File: src/rtl/step_pulse_rx_if.sv
// Step/direction receiver bus: asynchronous step/dir inputs, control strobes,
// and the position/timing/status results.
interface step_pulse_rx_if;
    logic        step_in;
    logic        dir_in;
    logic        clr;
    logic        target_p;
    logic [23:0] target;
    logic [26:0] idle_lim;
    logic [31:0] pos;
    logic [23:0] pulse_cnt;
    logic [26:0] period;
    logic        period_vld;
    logic        busy;
    logic        done;
    logic        dir_err;

    modport master (
        output step_in, dir_in, clr, target_p, target, idle_lim,
        input  pos, pulse_cnt, period, period_vld, busy, done, dir_err
    );

    modport slave (
        input  step_in, dir_in, clr, target_p, target, idle_lim,
        output pos, pulse_cnt, period, period_vld, busy, done, dir_err
    );
endinterface

File: src/rtl/step_pulse_rx.sv
// Step/direction pulse-train receiver: synchronizes step/dir, tracks signed
// position, pulse count and step period, flags idle timeout, target reach and
// direction changes during a step-high phase.
//
//   state  | meaning
//   -------+-----------------------------------------------
//   IDLE   | no train in progress (busy=0); first rise has no period
//   ACTIVE | train in progress (busy=1); rises produce period strobes
module step_pulse_rx #(
    parameter int SYNC_STG = 2
) (
    input logic           Clk100m,
    input logic           Rstn,
    step_pulse_rx_if.slave bus
);

    localparam logic [26:0] PER_MAX = '1;
    localparam logic [23:0] CNT_MAX = '1;

    typedef enum logic {
        IDLE   = 1'b0,
        ACTIVE = 1'b1
    } state_t;

    state_t state, state_nxt;

    logic [SYNC_STG-1:0] step_sh;
    logic [SYNC_STG-1:0] dir_sh;
    logic                step_prev;
    logic                dir_prev;
    logic                step_s;
    logic                dir_s;
    logic                rise;

    logic [31:0] pos;
    logic [23:0] pulse_cnt;
    logic [26:0] per_cnt;
    logic [26:0] period;
    logic        period_vld;
    logic        dir_err;
    logic        busy;

    logic [23:0] target_q;
    logic        armed;
    logic        done;

    assign step_s = step_sh[SYNC_STG-1];
    assign dir_s  = dir_sh[SYNC_STG-1];
    assign rise   = step_s & ~step_prev;

    // Synchronizer chains plus one extra copy of each for edge/change detection
    always_ff @(posedge Clk100m or negedge Rstn) begin
        if (!Rstn) begin
            step_sh   <= '0;
            dir_sh    <= '0;
            step_prev <= 1'b0;
            dir_prev  <= 1'b0;
        end else begin
            step_sh   <= {step_sh[SYNC_STG-2:0], bus.step_in};
            dir_sh    <= {dir_sh[SYNC_STG-2:0], bus.dir_in};
            step_prev <= step_s;
            dir_prev  <= dir_s;
        end
    end

    // Position, pulse count, period measurement and direction-error flag
    always_ff @(posedge Clk100m or negedge Rstn) begin
        if (!Rstn) begin
            pos        <= '0;
            pulse_cnt  <= '0;
            per_cnt    <= '0;
            period     <= '0;
            period_vld <= 1'b0;
            dir_err    <= 1'b0;
        end else if (bus.clr) begin
            // period is deliberately kept so software can still read the last rate
            pos        <= '0;
            pulse_cnt  <= '0;
            per_cnt    <= '0;
            period_vld <= 1'b0;
            dir_err    <= 1'b0;
        end else begin
            period_vld <= rise & busy;
            if (rise) begin
                per_cnt <= '0;
                pos     <= dir_s ? (pos - 32'd1) : (pos + 32'd1);
                if (pulse_cnt != CNT_MAX)
                    pulse_cnt <= pulse_cnt + 24'd1;
                if (busy)
                    period <= (per_cnt == PER_MAX) ? PER_MAX : (per_cnt + 27'd1);
            end else if (per_cnt != PER_MAX) begin
                per_cnt <= per_cnt + 27'd1;
            end
            if (step_s && (dir_s != dir_prev))
                dir_err <= 1'b1;
        end
    end

    // Target register and one-shot done; target_p loads even during clr
    always_ff @(posedge Clk100m or negedge Rstn) begin
        if (!Rstn) begin
            target_q <= '0;
            armed    <= 1'b0;
            done     <= 1'b0;
        end else begin
            done <= 1'b0;
            if (bus.clr) begin
                armed <= 1'b0;
            end else if (armed && (pulse_cnt == target_q)) begin
                done  <= 1'b1;
                armed <= 1'b0;
            end
            if (bus.target_p) begin
                target_q <= bus.target;
                armed    <= 1'b1;
            end
        end
    end

    // FSM state register
    always_ff @(posedge Clk100m or negedge Rstn) begin
        if (!Rstn)
            state <= IDLE;
        else
            state <= state_nxt;
    end

    // FSM next-state: enter on a rise, leave on idle timeout or clr
    always_comb begin
        state_nxt = state;
        if (bus.clr) begin
            state_nxt = IDLE;
        end else begin
            case (state)
                IDLE:
                    if (rise)
                        state_nxt = ACTIVE;
                ACTIVE:
                    if ((bus.idle_lim != '0) && (per_cnt == bus.idle_lim) && !rise)
                        state_nxt = IDLE;
                default:
                    state_nxt = IDLE;
            endcase
        end
    end

    // FSM outputs
    always_comb begin
        busy = 1'b0;
        if (state == ACTIVE)
            busy = 1'b1;
    end

    assign bus.pos        = pos;
    assign bus.pulse_cnt  = pulse_cnt;
    assign bus.period     = period;
    assign bus.period_vld = period_vld;
    assign bus.busy       = busy;
    assign bus.done       = done;
    assign bus.dir_err    = dir_err;

endmodule

File: src/flat_wrapper.sv
// flat-port wrapper written by rule: the top's interface ports become plain ports
module step_pulse_rx_flat 
#(
    parameter int SYNC_STG = 2
)
  (Clk100m, Rstn, bus_step_in, bus_dir_in, bus_clr, bus_target_p, bus_target, bus_idle_lim, bus_pos, bus_pulse_cnt, bus_period, bus_period_vld, bus_busy, bus_done, bus_dir_err);
  step_pulse_rx_if bus_i ();
  input logic Clk100m;
  input logic Rstn;
  input wire logic [$bits(bus_i.step_in)-1:0] bus_step_in;
  input wire logic [$bits(bus_i.dir_in)-1:0] bus_dir_in;
  input wire logic [$bits(bus_i.clr)-1:0] bus_clr;
  input wire logic [$bits(bus_i.target_p)-1:0] bus_target_p;
  input wire logic [$bits(bus_i.target)-1:0] bus_target;
  input wire logic [$bits(bus_i.idle_lim)-1:0] bus_idle_lim;
  output wire logic [$bits(bus_i.pos)-1:0] bus_pos;
  output wire logic [$bits(bus_i.pulse_cnt)-1:0] bus_pulse_cnt;
  output wire logic [$bits(bus_i.period)-1:0] bus_period;
  output wire logic [$bits(bus_i.period_vld)-1:0] bus_period_vld;
  output wire logic [$bits(bus_i.busy)-1:0] bus_busy;
  output wire logic [$bits(bus_i.done)-1:0] bus_done;
  output wire logic [$bits(bus_i.dir_err)-1:0] bus_dir_err;
  assign bus_i.step_in = bus_step_in;
  assign bus_i.dir_in = bus_dir_in;
  assign bus_i.clr = bus_clr;
  assign bus_i.target_p = bus_target_p;
  assign bus_i.target = bus_target;
  assign bus_i.idle_lim = bus_idle_lim;
  assign bus_pos = bus_i.pos;
  assign bus_pulse_cnt = bus_i.pulse_cnt;
  assign bus_period = bus_i.period;
  assign bus_period_vld = bus_i.period_vld;
  assign bus_busy = bus_i.busy;
  assign bus_done = bus_i.done;
  assign bus_dir_err = bus_i.dir_err;
  step_pulse_rx #(.SYNC_STG(SYNC_STG)) u_core (.Clk100m(Clk100m), .Rstn(Rstn), .bus(bus_i));
endmodule
File: config.mk
export PLATFORM = sky130hd
export DESIGN_NAME = step_pulse_rx_flat
export DESIGN_NICKNAME = d
export VERILOG_FILES = /design/src/rtl/step_pulse_rx_if.sv /design/src/rtl/step_pulse_rx.sv /design/src/flat_wrapper.sv
export SDC_FILE = /design/constraint.sdc
export NUM_CORES = 1
export LEC_CHECK = 0
export ABC_CLOCK_PERIOD_IN_PS = 4900
export CORE_UTILIZATION = 50
export CTS_BUF_LIST = sky130_fd_sc_hd__clkbuf_16
export CTS_CLUSTER_DIAMETER = 30
export CTS_CLUSTER_SIZE = 12
export DETAILED_ROUTE_END_ITERATION = 12
export PLACE_DENSITY_LB_ADDON = 0.05
export SLEW_MARGIN = 20
export SYNTH_ARGS = -nofsm -noshare
export SYNTH_HDL_FRONTEND = slang
export SYNTH_SLANG_ARGS = --single-unit
File: constraint.sdc
create_clock -name Clk100m -period 4.9 [get_ports Clk100m]
set_input_delay 0.49 -clock Clk100m [delete_from_list [all_inputs] [get_ports Clk100m]]
set_output_delay 0.49 -clock Clk100m [all_outputs]
set_load 0.02 [all_outputs]
# Word-level counts from Yosys, hierarchy flattened
# Index checks and enable logic that the tools add are counted.
totals:
  in_bits: 57
  register_bits: 145
op_classes:
  n_reduce_logical: 13
  muxes: 23
  bitwise_logic: 5
  n_addsub: 4
  n_eq_ne: 6
ops:
  columns: ["op", "count"]
  rows:
  - ["$mux W27", 4]
  - ["$mux W32", 3]
  - ["$mux W24", 3]
  - ["$add A32 B1 Y32 const B", 1]
  - ["$sub A32 B1 Y32 const B", 1]
  - ["$add A27 B1 Y27 const B", 1]
  - ["$eq A27 B27 Y1", 1]
  - ["$eq A27 B27 Y1 const B", 1]
  - ["$ne A27 B27 Y1 const B", 1]
  - ["$reduce_bool A27 Y1", 1]
  - ["$add A24 B1 Y24 const B", 1]
  - ["$eq A24 B24 Y1", 1]
  - ["$ne A24 B24 Y1 const B", 1]
  - ["$mux W1", 12]
  - ["$reduce_bool A2 Y1", 3]
  - ["$reduce_bool A3 Y1", 2]
  - ["$logic_and A1 B1 Y1", 4]
  - ["$not A1 Y1", 3]
  - ["$reduce_and A3 Y1", 1]
  - ["$and A1 B1 Y1", 2]
  - ["$pmux W1 S2", 1]
  - ["$reduce_and A2 Y1", 1]
  - ["$logic_not A1 Y1", 1]
  - ["$ne A1 B1 Y1", 1]

# Depth between registers and ports, before layout
depth:
  ltp_word: 7
  depth_mapped: 12
  depth_no_buf: 10

# Worst setup path after synthesis
# OpenSTA, ideal clock, no wires.
synth_path:
  path_type: "register -> register"
  startpoint: "reg u_core.dir_sh[1]"
  endpoint: "reg u_core.pos[20], in the netlist u_core.bus.pos[20]"
  stages_incl_launch_ff: 10
  setup_time_ps: 122
  n_path_buf: 0
  required_ps: 4778
  setup_slack_ps: 1745
  t_arrival_ps: 3033
  cell_sequence: "dfrtp_1 -> ha_1 -> a21o_1 -> a21o_1 -> a21o_1 -> a21o_1 -> a21o_1 -> a221o_1 -> or3_1 -> a32o_1"
synth_via:
  elab_chain_len: 3
synth_lines:
  columns: ["item", "line_no", "rtl"]
  rows:
  - ["start, declared", "step_pulse_rx.sv:28", "logic [SYNC_STG-1:0] dir_sh;"]
  - ["start signal, assigned", "step_pulse_rx.sv:60", "dir_sh <= {dir_sh[SYNC_STG-2:0], bus.dir_in};"]
  - ["$mux W32", "step_pulse_rx.sv:86", "pos <= dir_s ? (pos - 32'd1) : (pos + 32'd1);"]
  - ["$mux W32", "step_pulse_rx.sv:84", "if (rise) begin"]
  - ["$mux W32", "step_pulse_rx.sv:75", "end else if (bus.clr) begin"]
  - ["end signal, assigned", "step_pulse_rx.sv:86", null]
  - ["end, declared", "step_pulse_rx.sv:35", "logic [31:0] pos;"]
# No other way between the ends. The select of a mux whose other input is x is not followed.
# A chain may end at the register's enable or synchronous reset.

# Worst setup path in the final report
# Same ends and word-level chain as after synthesis.

==> qor.yml <==
synthTopCellsByArea: "dfrtp_1, xnor2_1, nor2_1"
maxSlewHeadroom_pct: 34.7
ir_drop_mv: 0.260
critPathLaunchType: "flip-flop"
layout_common_cells: "dfrtp_1, clkdlybuf4s50_1, nor2_1"
p_leak_uw: 0.00450
die_h_um: 130
worst_slew_pin_slew_ps: 979
dr.pass1.iters: 5
path_max_fanout: 25
syn2layout_area_growth_pct: 26.5
cts_sinks: 145
ios: 144
syn_avg_cell_area_um2: 9.45
synth_seq_cells: 145
worstSetupPathDepth: 11
fmax_mhz: 274
rows: 46
drive_above_1_share_pct: 7.58
p_switching_uw: 1040
cts_hold_buf: 0
grt.overflow.total: 0
io_buffer_count: 143
wl_um: 20100
cts_resized: 0
worstReg2RegStart: "u_core.dir_sh[1]"
routed_via_density: 5.60
report.final.slew_viol_count: 0
grt_setup_unrepaired: "false"
endpoint_kind: "flip-flop"
critPathBufInv: 2
crit_required_ps: 5220
drv_cap: 0
ys_types: 63
internal-power_uw: 2380
clkPwrFrac_pct: 37.5
syn_nets: 958
core_area_mm2: 0.0159
place_hpwl_um: 14200
start_util_pct: 51.5
skew_ps: 11.0
netlist_area_mm2: 0.00821
r2r-end: "u_core.bus.pos[20]"
synth_edf_count: 0
clk_pin_slew_ps: 70
path_delay_family: "compound AO/OA/AOI/OAI gates"
p_seq_share_pct: 40.6
ys_seq_area_share_pct: 44.2
grt_pass1_vias: 6458
worstSetupPathType: "reg2reg"
power_density_mw_per_mm2: 329
cp_slowest_cell: "dfrtp_1"
wire_per_inst_um: 16.3
setup_viol: 0
antenna_cells: 0
clock_path_buffers: 2
tns_ps: 0
timing.final.crit_period_ps: 3650
cp.arrival_ps: 3960
htree_levels: 4
synth-main-ff-cell: "dfrtp_1"
endpoint: "u_core.bus.pos[20]"
synth_largest_area_cell: "dfrtp_1"
critPathLaunch: "u_core.dir_sh[1]"
async_flop_share_pct: 100
dieArea_mm2: 0.0169
final_common_cell: "dfrtp_1"
clk_latency_ps: 430
cp_slowest_stage_delay_ps: 950
cts_tree: "yes"
syn_inst: 868
postCtsSetupBuffers: 0
via_count: 6901
yosysTopAreaCellShare_pct: 44.2
combPwrFrac_pct: 21.9
cts_made_buffers: 17
dieWidth_um: 130
hold_path.class: "in2async"
min_period_over_period_pct: 74.4
yosys_warnings: 0
routabilityCongestion: 0.919
grt_first_pass_wirelength_um: 32600
crit_path_cell_trace: "buf_4, inv_1, fa_1, nor2b_1, o21a_1, o21ai_0, a211oi_1, o21bai_1, a211oi_1, o21ai_0, a32o_1"
outcome: "finished clean"
dr.first_iter.drc_count: 436
rr_worst_depth: 11
grt_max_degree: 109
fin_util_pct: 65.1
cts-root-buf: "clkbuf_16"
timing.final.hold_violations: 0
antenna_found_initial: 0
r2r_slack_ps: 1250
drc: 0
finalPower_uw: 3410
drtAntennaViolNets: 0
fin_nets: 1093
worst_slack_ps: 1250
dp_slack_ps: 1340
grtUsageTotal_pct: 24.9
switching_share_pct: 30.4
[flip-flops by register name (all words and copies together) (netlist names), 2 cells and up]
signal                cells
u_core.bus.pulse_cnt     24
u_core.bus.pos           32
u_core.per_cnt           27
u_core.dir_sh             2
u_core.target_q          24
u_core.bus.period        27
u_core.step_sh            2
[how the worst min path moves through the flow]
| stage | start | cells after the start | slack (ps) | endpoint |
|---|---|---|---|---|
| 2_1_floorplan | Rstn | 0 | 190 | u_core.armed |
| 3_3_place_gp | u_core.step_sh[0] | 0 | 330 | u_core.step_sh[1] |
| 3_5_place_dp | u_core.step_sh[0] | 0 | 340 | u_core.step_sh[1] |
| 4_1_cts | Rstn | 1 | 230 | u_core.bus.pos[23] |
| 5_1_grt | Rstn | 1 | 260 | u_core.bus.pos[23] |
| 6_report | Rstn | 1 | 180 | u_core.bus.pos[23] |
[through the flow]
stage          instances  cell area (um2)  hold slack, ps
2_1_floorplan        868             8210             194
3_3_place_gp        1200             9810             333
3_5_place_dp        1200             9810             340
4_1_cts             1232            10400             228
5_1_grt             1232            10400             265
6_report            1232            10400             177
[Yosys cell counts, types with 3 or more instances]
cell type    n
nand3b_1     5
mux2i_1      3
inv_1       10
a21oi_1     75
nor3_1      11
xnor2_1     68
or3_1       10
nand2b_1     6
and3_1      15
clkbuf_1    26
mux2_2      24
o21a_1       6
nand4_1     22
a211oi_1    11
and4_1       3
nor2_1     124
xor2_1      39
a211o_1      3
ha_1        32
dfrtp_1    145
and2_1       5
o211ai_1     3
nand3_1     25
a221o_1      3
nor4_1      14
a31oi_1      3
a2111o_1     3
nor2b_1      6
a21o_1      23
nand2_1     78
o21ai_0     25
[final cells by class]
type                       count  area [um2]
clock buffer                  17         425
clock inverter                15         149
fill                        1377        5570
inverter                      11        41.3
multi-input combinational    678        4390
sequential                   145        3630
tap                          216         270
timing repair buffer         150        1480
[power by group through the flow]
stage          registers, uW  clock network, uW  logic [uW]
2_1_floorplan           1490                  0         327
3_3_place_gp            1410                  0         742
3_5_place_dp            1410                  0         749
4_1_cts                 1390               1310         753
5_1_grt                 1400               1350         818
6_report                1390               1280         747
[routing by layer]
layer	wire length, um	GRT usage (%)
met4	405	7.93
met3	1100	6.23
met5	0	0
met2	8940	37.1
met1	9670	35.6
[cell families (layout without fill, tap and decap cells)]
family	after synthesis	in the layout	synth area share [%]
adders and majority gates	33	33	5.12
xor gates and xnor gates	107	107	11.4
muxes	28	28	3.80
AOI/OAI and AO/OA	177	177	13.9
buffers and inverters	45	193	2.36
DFF	145	145	44.2
and+or+nand+nor	333	333	19.2
Note: power is estimated with default switching activity, not from simulation.
